[config.mk]
export PLATFORM = sky130hd
export DESIGN_NAME = alu_multicycle
export DESIGN_NICKNAME = d
export VERILOG_FILES = /design/src/rtl/alu_multicycle.sv
export SDC_FILE = /design/constraint.sdc
export NUM_CORES = 1
export LEC_CHECK = 0
export ABC_AREA = 1
export CELL_PAD_IN_SITES_DETAIL_PLACEMENT = 1
export CELL_PAD_IN_SITES_GLOBAL_PLACEMENT = 2
export CORE_UTILIZATION = 27
export DETAILED_ROUTE_END_ITERATION = 8
export PLACE_DENSITY_LB_ADDON = 0.08
export SYNTH_ARGS = -nofsm -noshare
export SYNTH_HDL_FRONTEND = slang
export SYNTH_SLANG_ARGS = --single-unit
[constraint.sdc]
create_clock -name clock -period 4.9 [get_ports clock]
set_clock_uncertainty 0.05 [all_clocks]
set_input_delay 1.225 -clock clock [delete_from_list [all_inputs] [get_ports clock]]
set_output_delay 1.225 -clock clock [all_outputs]
set_load 0.03 [all_outputs]
[src/rtl/alu_multicycle.sv]
// alu_multicycle: registered LEGv8-style ALU with a start/done handshake.
// Operands and function select are taken when start is seen in IDLE.
// One-cycle ops (AND/OR/ADD/XOR/LSL/LSR/ASR) report done on the next cycle.
// Optional macro ALU_MULTICYCLE_MUL_EN enables an iterative shift-add
// multiplier (FS[4:2] = 110) that runs for N cycles in a RUN state. Without
// the macro, that opcode completes in one cycle with F = 0, status = 4'b0001.
//
// Ports:
//   clock   - rising-edge clock
//   reset   - synchronous, active-high
//   start   - request, accepted only in IDLE
//   A, B    - N-bit operands
//   FS      - function select: FS[0] inverts A, FS[1] inverts B, FS[4:2] op
//   C0      - adder carry-in
//   busy    - high whenever not in IDLE
//   done    - one-cycle pulse; F and status valid from this cycle
//   F       - N-bit result register
//   status  - {V, C, N, Z}
module alu_multicycle #(
  parameter int N  = 64,
  parameter int SW = $clog2(N)
) (
  input  logic         clock,
  input  logic         reset,
  input  logic         start,
  input  logic [N-1:0] A,
  input  logic [N-1:0] B,
  input  logic [4:0]   FS,
  input  logic         C0,
  output logic         busy,
  output logic         done,
  output logic [N-1:0] F,
  output logic [3:0]   status
);

`ifdef ALU_MULTICYCLE_MUL_EN
  typedef enum logic [1:0] {S_IDLE, S_RUN, S_DONE} state_t;
`else
  typedef enum logic [1:0] {S_IDLE, S_DONE} state_t;
`endif

  state_t r_state;
  state_t w_next_state;

  // One-cycle result path, evaluated directly from the inputs on acceptance.
  logic [N-1:0]  w_as;
  logic [N-1:0]  w_bs;
  logic [N:0]    w_sum;
  logic [SW-1:0] w_sh;
  logic [N-1:0]  w_res;
  logic          w_c;
  logic          w_v;
  logic [3:0]    w_stat;
  logic          w_is_mul;

`ifdef ALU_MULTICYCLE_MUL_EN
  localparam int CW = (N > 2) ? $clog2(N) : 1;
  logic [N-1:0]   r_a;
  logic [2*N-1:0] r_acc;
  logic [CW-1:0]  r_cnt;
  logic [N:0]     w_upper;
  logic [2*N-1:0] w_acc_next;

  // Right-shifting shift-add: low half of the accumulator starts as B and is
  // consumed one bit per step while the partial product fills the top.
  always_comb begin
    w_upper = {1'b0, r_acc[2*N-1:N]};
    if (r_acc[0]) begin
      w_upper = {1'b0, r_acc[2*N-1:N]} + {1'b0, r_a};
    end
    w_acc_next = {w_upper, r_acc[N-1:1]};
  end

  assign w_is_mul = (FS[4:2] == 3'b110);
`else
  assign w_is_mul = 1'b0;
`endif

  always_comb begin
    w_as  = FS[0] ? ~A : A;
    w_bs  = FS[1] ? ~B : B;
    w_sum = {1'b0, w_as} + {1'b0, w_bs} + {{N{1'b0}}, C0};
    w_sh  = B[SW-1:0];
    w_res = '0;
    w_c   = 1'b0;
    w_v   = 1'b0;
    case (FS[4:2])
      3'b000: w_res = w_as & w_bs;
      3'b001: w_res = w_as | w_bs;
      3'b010: begin
        w_res = w_sum[N-1:0];
        w_c   = w_sum[N];
        w_v   = ~(w_as[N-1] ^ w_bs[N-1]) & (w_sum[N-1] ^ w_as[N-1]);
      end
      3'b011: w_res = w_as ^ w_bs;
      3'b100: w_res = A << w_sh;
      3'b101: w_res = A >> w_sh;
      3'b110: w_res = '0;
      default: w_res = $unsigned($signed(A) >>> w_sh);
    endcase
    w_stat = {w_v, w_c, w_res[N-1], (w_res == '0)};
  end

  always_ff @(posedge clock) begin
    if (reset) begin
      r_state <= S_IDLE;
    end else begin
      r_state <= w_next_state;
    end
  end

  always_comb begin
    w_next_state = r_state;
    busy         = (r_state != S_IDLE);
    done         = (r_state == S_DONE);
    case (r_state)
      S_IDLE: begin
        if (start) begin
`ifdef ALU_MULTICYCLE_MUL_EN
          w_next_state = w_is_mul ? S_RUN : S_DONE;
`else
          w_next_state = S_DONE;
`endif
        end
      end
`ifdef ALU_MULTICYCLE_MUL_EN
      S_RUN: begin
        if (r_cnt == '0) begin
          w_next_state = S_DONE;
        end
      end
`endif
      default: w_next_state = S_IDLE;
    endcase
  end

  always_ff @(posedge clock) begin
    if (reset) begin
      F      <= '0;
      status <= '0;
`ifdef ALU_MULTICYCLE_MUL_EN
      r_a    <= '0;
      r_acc  <= '0;
      r_cnt  <= '0;
`endif
    end else begin
      case (r_state)
        S_IDLE: begin
          if (start) begin
            if (w_is_mul) begin
`ifdef ALU_MULTICYCLE_MUL_EN
              r_a   <= A;
              r_acc <= {{N{1'b0}}, B};
              r_cnt <= CW'(N - 1);
`endif
            end else begin
              F      <= w_res;
              status <= w_stat;
            end
          end
        end
`ifdef ALU_MULTICYCLE_MUL_EN
        S_RUN: begin
          r_acc <= w_acc_next;
          r_cnt <= r_cnt - CW'(1);
          if (r_cnt == '0) begin
            F      <= w_acc_next[N-1:0];
            status <= {(w_acc_next[2*N-1:N] != '0), 1'b0,
                       w_acc_next[N-1], (w_acc_next[N-1:0] == '0)};
          end
        end
`endif
        default: ;
      endcase
    end
  end

endmodule

======== After elaboration in Yosys (flattened, before gate mapping) ========
Cells that the tools add are included.
storage, ports and cells
  input port bits ......................... 137
  logic and storage cells ................. 34
  flip-flop bits (word level) ............. 69
operators by class
  bitwise logic cells ..................... 10
  shift-type cells ........................ 3
  equal/unequal tests ..................... 6
  muxes and demuxes ....................... 5
  $add $sub $neg .......................... 2
  reductions and logical operators ........ 5
operator list
  operator                                                                number
  64-bit case mux with 7 select lines                                     1
  64-bit 2-to-1 mux                                                       2
  64-bit inverter                                                         2
  64-bit by 64-bit adder with 65-bit output                               1
  65-bit by 1-bit adder with 65-bit output                                1
  64-bit bitwise AND                                                      1
  64-bit zero test                                                        1
  64-bit bitwise OR                                                       1
  64-bit by 6-bit left shift with 64-bit output                           1
  64-bit by 6-bit >> shifter with 64-bit output                           1
  64-bit by 6-bit >>> shifter with 64-bit output                          1
  64-bit XOR                                                              1
  3-bit equality test (second input constant)                             3
  3-bit by 2-bit equality test with 1-bit output (second input constant)  2
  3-bit by 1-bit equality test with 1-bit output (second input constant)  1
  3-bit zero test                                                         1
  2-bit zero test                                                         1
  1-bit 2-to-1 mux                                                        2
  1-bit inverter                                                          2
  2-bit AND reduction                                                     1
  2-bit OR reduction                                                      1
  1-bit XOR                                                               2
  1-bit bitwise AND                                                       1

======== Longest topological paths before layout ========
Gate-level depths: netlist (run 1).
  word-level depth ........................ 7
  depth in mapped cells ................... 30
  depth with buffers taken out ............ 27

======== Least setup slack after synthesis (run 1) ========
OpenSTA, ideal clock, no wires.
  path kind ............................... input -> register
  start point ............................. input port FS[1]
  end point ............................... register status[0]
  arrival ................................. 4683 ps
  slack ................................... 103 ps
  path buffers ............................ 2
  required time ........................... 4786 ps
  stages on the path ...................... 24
  setup time .............................. 64 ps
  cells stage by stage .................... clkbuf_1 -> buf_1 -> xnor2_1 -> inv_1 -> fa_1 -> fa_1 -> nand3_1 -> nand3_1 -> nand2_1 -> nand2_1 -> or2_2 -> nand3_1 -> nand3b_1 -> nor2_1 -> nand2_1 -> nand2_1 -> nand2_1 -> nor2_1 -> nand2_1 -> nor2_1 -> nand3_1 -> nor2_1 -> nor2_1 -> nor2_1
between the ends
  longest elaborated chain between the ends .. 5
ends and longest elaborated chain
  what                                       RTL line  text
  start, declared                            28        input logic [4:0] FS,
  64-bit 2-to-1 mux (*)                      81        w_bs = FS[1] ? ~B : B;
  64-bit by 64-bit adder with 65-bit output  82        w_sum = {1'b0, w_as} + {1'b0, w_bs} + {{N{1'b0}}, C0};
  65-bit by 1-bit adder with 65-bit output   82
  64-bit case mux with 7 select lines (*)    87        case (FS[4:2])
  64-bit zero test (*)                       101       w_stat = {w_v, w_c, w_res[N-1], (w_res == '0)};
  end signal, assigned                       158       status <= w_stat;
  end, declared                              33        output logic [3:0] status
Every way passes the cells marked *; elsewhere a longest branch is shown, timed or not.
A chain may end at the register's enable or synchronous reset.

======== Final worst setup path (run 1) ========
  start point ............................. input port A[12]
  end point ............................... register status[0]
between the ends
  longest elaborated chain between the ends .. 6
ends and longest elaborated chain
  what                                       RTL line  text
  start, declared                            26        input logic [N-1:0] A,
  64-bit inverter                            80        w_as = FS[0] ? ~A : A;
  64-bit 2-to-1 mux                          80
  64-bit by 64-bit adder with 65-bit output  82
  65-bit by 1-bit adder with 65-bit output   82
  64-bit case mux with 7 select lines (*)    87
  64-bit zero test (*)                       101
Marks and branches as above.

==> results.sh, run 1 <==
export IMPL_p_sw_mw=3.64
export IMPL_slowest_delay_ns=0.54
export IMPL_stdcell_count=6178
export IMPL_synthMuxAreaShare=0
export IMPL_met3_usage=0.0355
export IMPL_met2_usage=0.622
export IMPL_synth_cell_type_count=42
export IMPL_synth_seq_cells=68
export IMPL_setup_worst_path_end_class="flop"
export IMPL_synth_xor_area_frac=0.0526
export IMPL_power_frac_seq=0.094
export IMPL_synth_edf_count=0
export IMPL_seq_area_frac_synth=0.0634
export IMPL_io_pins=207
export IMPL_holdCritPathClass="reg -> reg"
export IMPL_syn_avg_cell_area_um2=5.02
export IMPL_met1_usage=0.519
export IMPL_core_um2=78900
export IMPL_synth_area_leaders="nand2_1 26%, nand3_1 22%, inv_1 8.3%"
export IMPL_cts_hold_fix_buffers=0
export IMPL_p_leak_nw=16.6
export IMPL_cts_root_buf="clkbuf_16"
export IMPL_power_mw=6.77
export IMPL_grt_busiest_layer="met2"
export IMPL_n_fill_cell=11000
export IMPL_drc_errors=0
export IMPL_clk_pin_slew_ns=0.06
export IMPL_die_area_um2=80700
export IMPL_synth_most_common_cell="nand2_1"
export IMPL_first_iter_violations=2894
export IMPL_place_inst=6159
export IMPL_grt_max_degree=90
export IMPL_slew_headroom=0.540
export IMPL_clock_sinks=68
export IMPL_synth_cells=4273
export IMPL_finalSetupViolCount=0
export IMPL_synth_simple_gate_area_share=0.561
export IMPL_fin_nets=5390
export IMPL_grt_antenna_before_repair=4
export IMPL_area_delta_synth_final_pct=45.4
export IMPL_synth_top_family_by_area="simple AND/OR/NAND/NOR gates"
export IMPL_crit_arrival_ns=4.95
export IMPL_final_max_slew_viol_count=0
export IMPL_ys_flop_type="dfxtp_1"
export IMPL_intPower_mw=3.13
export IMPL_cp_common_cell="nand2_1"
export IMPL_combPwrFrac=0.802
export IMPL_num_rows=103
export IMPL_die_w_um=284
export IMPL_synth_compound_area_share=0.113
export IMPL_port_buffers=206
export IMPL_hold_violations=0
export IMPL_first_pass_iters=5
export IMPL_cp_slowest_cell="clkdlybuf4s50_1"
export IMPL_yosysTopAreaCellShare=0.256
export IMPL_powerDensity_nw_per_um2=217
export IMPL_period_needed_ns=4.74
export IMPL_antenna_left=0
export IMPL_first_global_vias=32500
export IMPL_yosysWarnings=0
export IMPL_status="finished clean"
export IMPL_die_y_um=284
export IMPL_netlist_area_um2=21500
export IMPL_grtUsageTotal=0.380
export IMPL_drt_wl_total_um=158000
export IMPL_cts_buffers=9
export IMPL_post_route_period_util=0.967
export IMPL_switching_share=0.538
export IMPL_tightest_slew_ns=0.682
export IMPL_p_clk_frac=0.104
export IMPL_maxCapViolCount=0
export IMPL_clock_path_buffers=2
export IMPL_grt_pass1_wl_um=225000
export IMPL_hpwlAfterDp_um=137000
export IMPL_synth_fp_nets=4540
export IMPL_vias=32700
export IMPL_synth_common_cells="1,467 x nand2_1, 944 x nand3_1, 475 x inv_1"
export IMPL_wl_per_cell_um=25.6
export IMPL_ir_worst_vdd_uv=175
export IMPL_critPathMaxFanout=4
export IMPL_viasPerCell=5.29
export IMPL_crit_type="in -> reg"
export IMPL_cts_max_level=3
export IMPL_clock_latency_ns=0.32
export IMPL_grt_remaining_overflow=0
export IMPL_synth_top_cell_by_area="nand2_1"
export IMPL_synth_fa_ha_area_frac=0.0765
export IMPL_synthArstFlopShare=0
export IMPL_start_kind="input port"
export IMPL_cp_required_ns=5.11
export IMPL_layout_drive_gt1_share=0.197
export IMPL_routabilityCongestion=1.03
export IMPL_clock_fmax_mhz=211
export IMPL_cts_tree="done"
export IMPL_floorplan_initialDensity=0.272
## routing by layer
| metal | up-vias | share of wire | wire (um) |
|---|---|---|---|
| met5 | - | 0.000082 | 13 |
| met4 | 2 | 0.041 | 6470 |
| met3 | 191 | 0.056 | 8880 |
| met2 | 1013 | 0.45 | 71200 |
| met1 | 15900 | 0.45 | 71800 |
| li1 | 15600 | - | - |
## stage by stage
stage                     instance area [um^2]  setup TNS [ns]  worst slack, ns  hold slack (ns)   util
after global routing                     31200        -0.00478         -0.00478            0.445  0.396
final                                    31200               0            0.161            0.419  0.396
after global placement                   30700          -0.507           -0.507            0.405  0.389
after CTS                                31000               0          0.00193            0.428  0.393
after detailed placement                 30700          -0.588           -0.526            0.419  0.389
after floorplan                          21500               0            0.103            0.535      -
## path summary, 6_finish.rpt
path	slack, ns	to	from	depth (start not counted)
worst max-delay path	0.16	status[0]$_SDFFE_PP0P_	A[12]	30
worst min-delay path	0.42	status[3]$_SDFFE_PP0P_	status[3]$_SDFFE_PP0P_	2
worst max register to register	2.86	F[34]$_SDFFE_PP0P_	r_state[0]$_SDFFE_PP0P_	5
worst min register to register	0.42	status[3]$_SDFFE_PP0P_	status[3]$_SDFFE_PP0P_	2
## critical path: cells and delay by family
family        cells  cell delay, ns
buf+inv           8            1.37
xor+xnor          1            0.14
simple gates     20            1.91
fa+ha+maj         1            0.32
## flip-flops by register name (all words and copies together) (netlist names)
register	flops
status	4
F	63
r_state	1
## layout make-up
type / count / area, um^2 / share of cell area
diodes: 1 / 2.50 / 0.0000801
repair buffers: 1066 / 8920 / 0.286
flip-flops and latches: 68 / 1360 / 0.0436
clock inverters: 4 / 73.8 / 0.00236
well taps: 1050 / 1310 / 0.0421
inverters: 489 / 1840 / 0.0591
multi-input cells: 3489 / 17500 / 0.559
clock buffers: 11 / 243 / 0.00777
## cell families after synthesis
kind of cell / after synthesis
DFF: 68
AOI/OAI and AO/OA: 427
buffers and inverters: 716
and+or+nand+nor: 2803
xor gates and xnor gates: 129
adders and majority gates: 130
## power groups by stage
stage / Sequential [mW] / Combinational (mW) / Clock (mW)
floorplan: 0.734 / 2.29 / 0
global placement: 0.644 / 5.22 / 0
detailed placement: 0.644 / 5.25 / 0
CTS: 0.634 / 5.28 / 0.716
global route: 0.637 / 5.78 / 0.737
finish: 0.633 / 5.43 / 0.707
## layout by cell type (no fill, tap or decap), drive strengths merged, types with 2 or more instances in the layout
master	n
nor2	254
nand2	1518
ha	128
and2	7
o221ai	11
xnor2	120
a31oi	4
fa	2
a221oi	10
clkbuf	12
nand3b	15
nand4	30
o2111ai	7
nand3	945
clkinv	9
o21ai	139
o22ai	28
clkdlybuf4s50	197
inv	482
dfxtp	68
and3	4
bufinv	2
a21oi	175
or2	5
o21bai	8
a211oi	29
o211ai	13
xor2	9
buf	867
nor4	3
nor3	22
## repair_timing
action / 4_1_cts / 5_1_grt
resized for setup: 9 / 50
endpoints found under the setup margin: 1 / 2
pin swaps: 1 / 11
buffers inserted: 0 / 2
cloned: 0 / 1
hold endpoints to repair: 0 / 0
(Power assumes the default switching activity.)
==> run 2, diff against run 1 <==
Settings changed: CTS_BUF_LIST from default to sky130_fd_sc_hd__clkbuf_4 sky130_fd_sc_hd__clkbuf_8.
==> run 2 against run 1 <==
Compared with the run above: global-route usage about the same; clock power down 25%; critical path depth down 5; first-iteration DRC count up 7.6%; cell count about the same; register-to-register slack better by 0.04 ns; largest power group unchanged; maximum frequency down 0.36%; cell area down 0.50%; flip-flop and latch count unchanged; non-clock buffer count unchanged; combinational power about the same; sequential power about the same; highest routed layer unchanged.
==> results.sh, run 2 (same netlist as run 1, synthesis figures left out) <==
export IMPL_status="finished clean"
export IMPL_die_y_um=284
export IMPL_cts_max_level=3
export IMPL_clock_path_buffers=2
export IMPL_power_frac_seq=0.096
export IMPL_switching_share=0.549
export IMPL_cts_root_buf="clkbuf_8"
export IMPL_setup_worst_path_end_class="flop"
export IMPL_crit_type="in -> reg"
export IMPL_critPathMaxFanout=15
export IMPL_cp_required_ns=5.08
export IMPL_finalSetupViolCount=0
export IMPL_grtUsageTotal=0.380
export IMPL_post_route_period_util=0.971
export IMPL_fin_nets=5390
export IMPL_cts_tree="done"
export IMPL_period_needed_ns=4.76
export IMPL_core_um2=78900
export IMPL_maxCapViolCount=0
export IMPL_diodes=0
export IMPL_io_pins=207
export IMPL_slowest_delay_ns=0.36
export IMPL_final_max_slew_viol_count=0
export IMPL_grt_remaining_overflow=0
export IMPL_wl_per_cell_um=25.6
export IMPL_top_regs="F x63, status x4, r_state x1"
export IMPL_place_area_um2=30700
export IMPL_intPower_mw=2.97
export IMPL_port_buffers=206
export IMPL_floorplan_initialDensity=0.272
export IMPL_cp_common_cell="nor2_1"
export IMPL_holdCritPathClass="reg -> reg"
export IMPL_ir_worst_vdd_uv=144
export IMPL_crit_arrival_ns=4.94
export IMPL_regMostFlops="F"
export IMPL_clock_fmax_mhz=210
export IMPL_final_common_cell="nand2_1"
export IMPL_cp_slowest_cell="a21oi_1"
export IMPL_antenna_left=0
export IMPL_start_kind="input port"
export IMPL_grt_antenna_before_repair=5
export IMPL_mostFrequentLayoutCells="1,457 x nand2_1, 936 x nand3_1, 833 x buf_4"
export IMPL_powerDensity_nw_per_um2=212
export IMPL_rsz0062_at_grt="no"
export IMPL_p_sw_mw=3.61
export IMPL_tightest_slew_ns=0.704
export IMPL_cts_buffers=9
export IMPL_power_mw=6.58
export IMPL_slew_headroom=0.525
export IMPL_largest_register_ffs=63
export IMPL_num_rows=103
export IMPL_p_leak_nw=16.6
export IMPL_die_area_um2=80700
export IMPL_viasPerCell=5.29
export IMPL_drc_errors=0
export IMPL_design_area_um2=31100
export IMPL_p_clk_frac=0.081
export IMPL_n_fill_cell=11000
export IMPL_grt_pass1_wl_um=225000
export IMPL_layout_drive_gt1_share=0.194
export IMPL_die_w_um=284
export IMPL_clock_sinks=68
export IMPL_first_iter_violations=3114
export IMPL_first_pass_iters=5
export IMPL_vias=32700
export IMPL_area_delta_synth_final_pct=44.7
export IMPL_grt_max_degree=90
export IMPL_hold_violations=0
export IMPL_cts_hold_fix_buffers=0
export IMPL_hpwlAfterDp_um=137000
export IMPL_combPwrFrac=0.823
export IMPL_clock_latency_ns=0.34
export IMPL_clk_pin_slew_ns=0.08
export IMPL_routabilityCongestion=1.03
export IMPL_drt_wl_total_um=158000
export IMPL_first_global_vias=32500
run 2: changes by cell type in the layout (fill, tap and decap cells not counted), sizes merged:
| cell | before | now |
|---|---|---|
| diode | 1 | 0 |
run 2: area by class of cell:
type	instances	area [um^2]	area share
flip-flops and latches	68	1360	0.0438
repair buffers	1066	8920	0.287
inverters	489	1840	0.0594
clock buffers	11	145	0.00467
multi-input cells	3489	17400	0.560
clock inverters	4	73.8	0.00238
well taps	1050	1310	0.0423
run 2: per-layer routing:
layer | up-vias | global-route usage | share of wire
met2 | 991 | 0.620 | 0.45
met1 | 16000 | 0.520 | 0.46
met4 | 4 | 0.128 | 0.039
met3 | 178 | 0.0344 | 0.052
li1 | 15600 | - | -
met5 | - | 0 | 0.00017
run 2: power by group through the flow:
stage          combinational (mW)  sequential (mW)  clock (mW)
6_report                     5.41            0.632       0.532
5_1_grt                      5.76            0.636       0.563
2_1_floorplan                2.29            0.734           0
4_1_cts                      5.28            0.632       0.542
3_5_place_dp                 5.25            0.644           0
3_3_place_gp                 5.22            0.644           0
run 2: worst max-delay path: cells and delay by family:
kind            cells  cell delay, ns
simple gates       15            1.64
compound gates      1            0.36
buf+inv             7            1.06
fa+ha+maj           1            0.29
xor+xnor            1            0.30
run 2: what timing repair did:
| item | CTS | global route |
|---|---|---|
| pin swaps | 1 | 9 |
| cloned | 0 | 1 |
| gates resized for setup | 6 | 38 |
| buffers inserted | 0 | 2 |
| setup endpoints to repair | 1 | 2 |
run 2: path summary, 6_finish.rpt:
check | start | to | slack [ns] | depth (start not counted)
setup reg to reg | r_state[0]$_SDFFE_PP0P_ | F[6]$_SDFFE_PP0P_ | 2.90 | 5
hold / removal | status[3]$_SDFFE_PP0P_ | status[3]$_SDFFE_PP0P_ | 0.42 | 2
setup / recovery | FS[0] | status[0]$_SDFFE_PP0P_ | 0.14 | 25
hold reg to reg | status[3]$_SDFFE_PP0P_ | status[3]$_SDFFE_PP0P_ | 0.42 | 2
run 2: stage by stage:
step	cells	TNS [ns]	worst slack [ns]	util	hold slack (ns)
finish	6177	0	0.144	0.394	0.422
detailed placement	6159	-0.588	-0.526	0.389	0.419
floorplan	4273	0	0.103	-	0.535
global placement	6159	-0.507	-0.507	0.389	0.405
global route	6177	0	0.00341	0.394	0.448
CTS	6174	0	0.0127	0.392	0.430
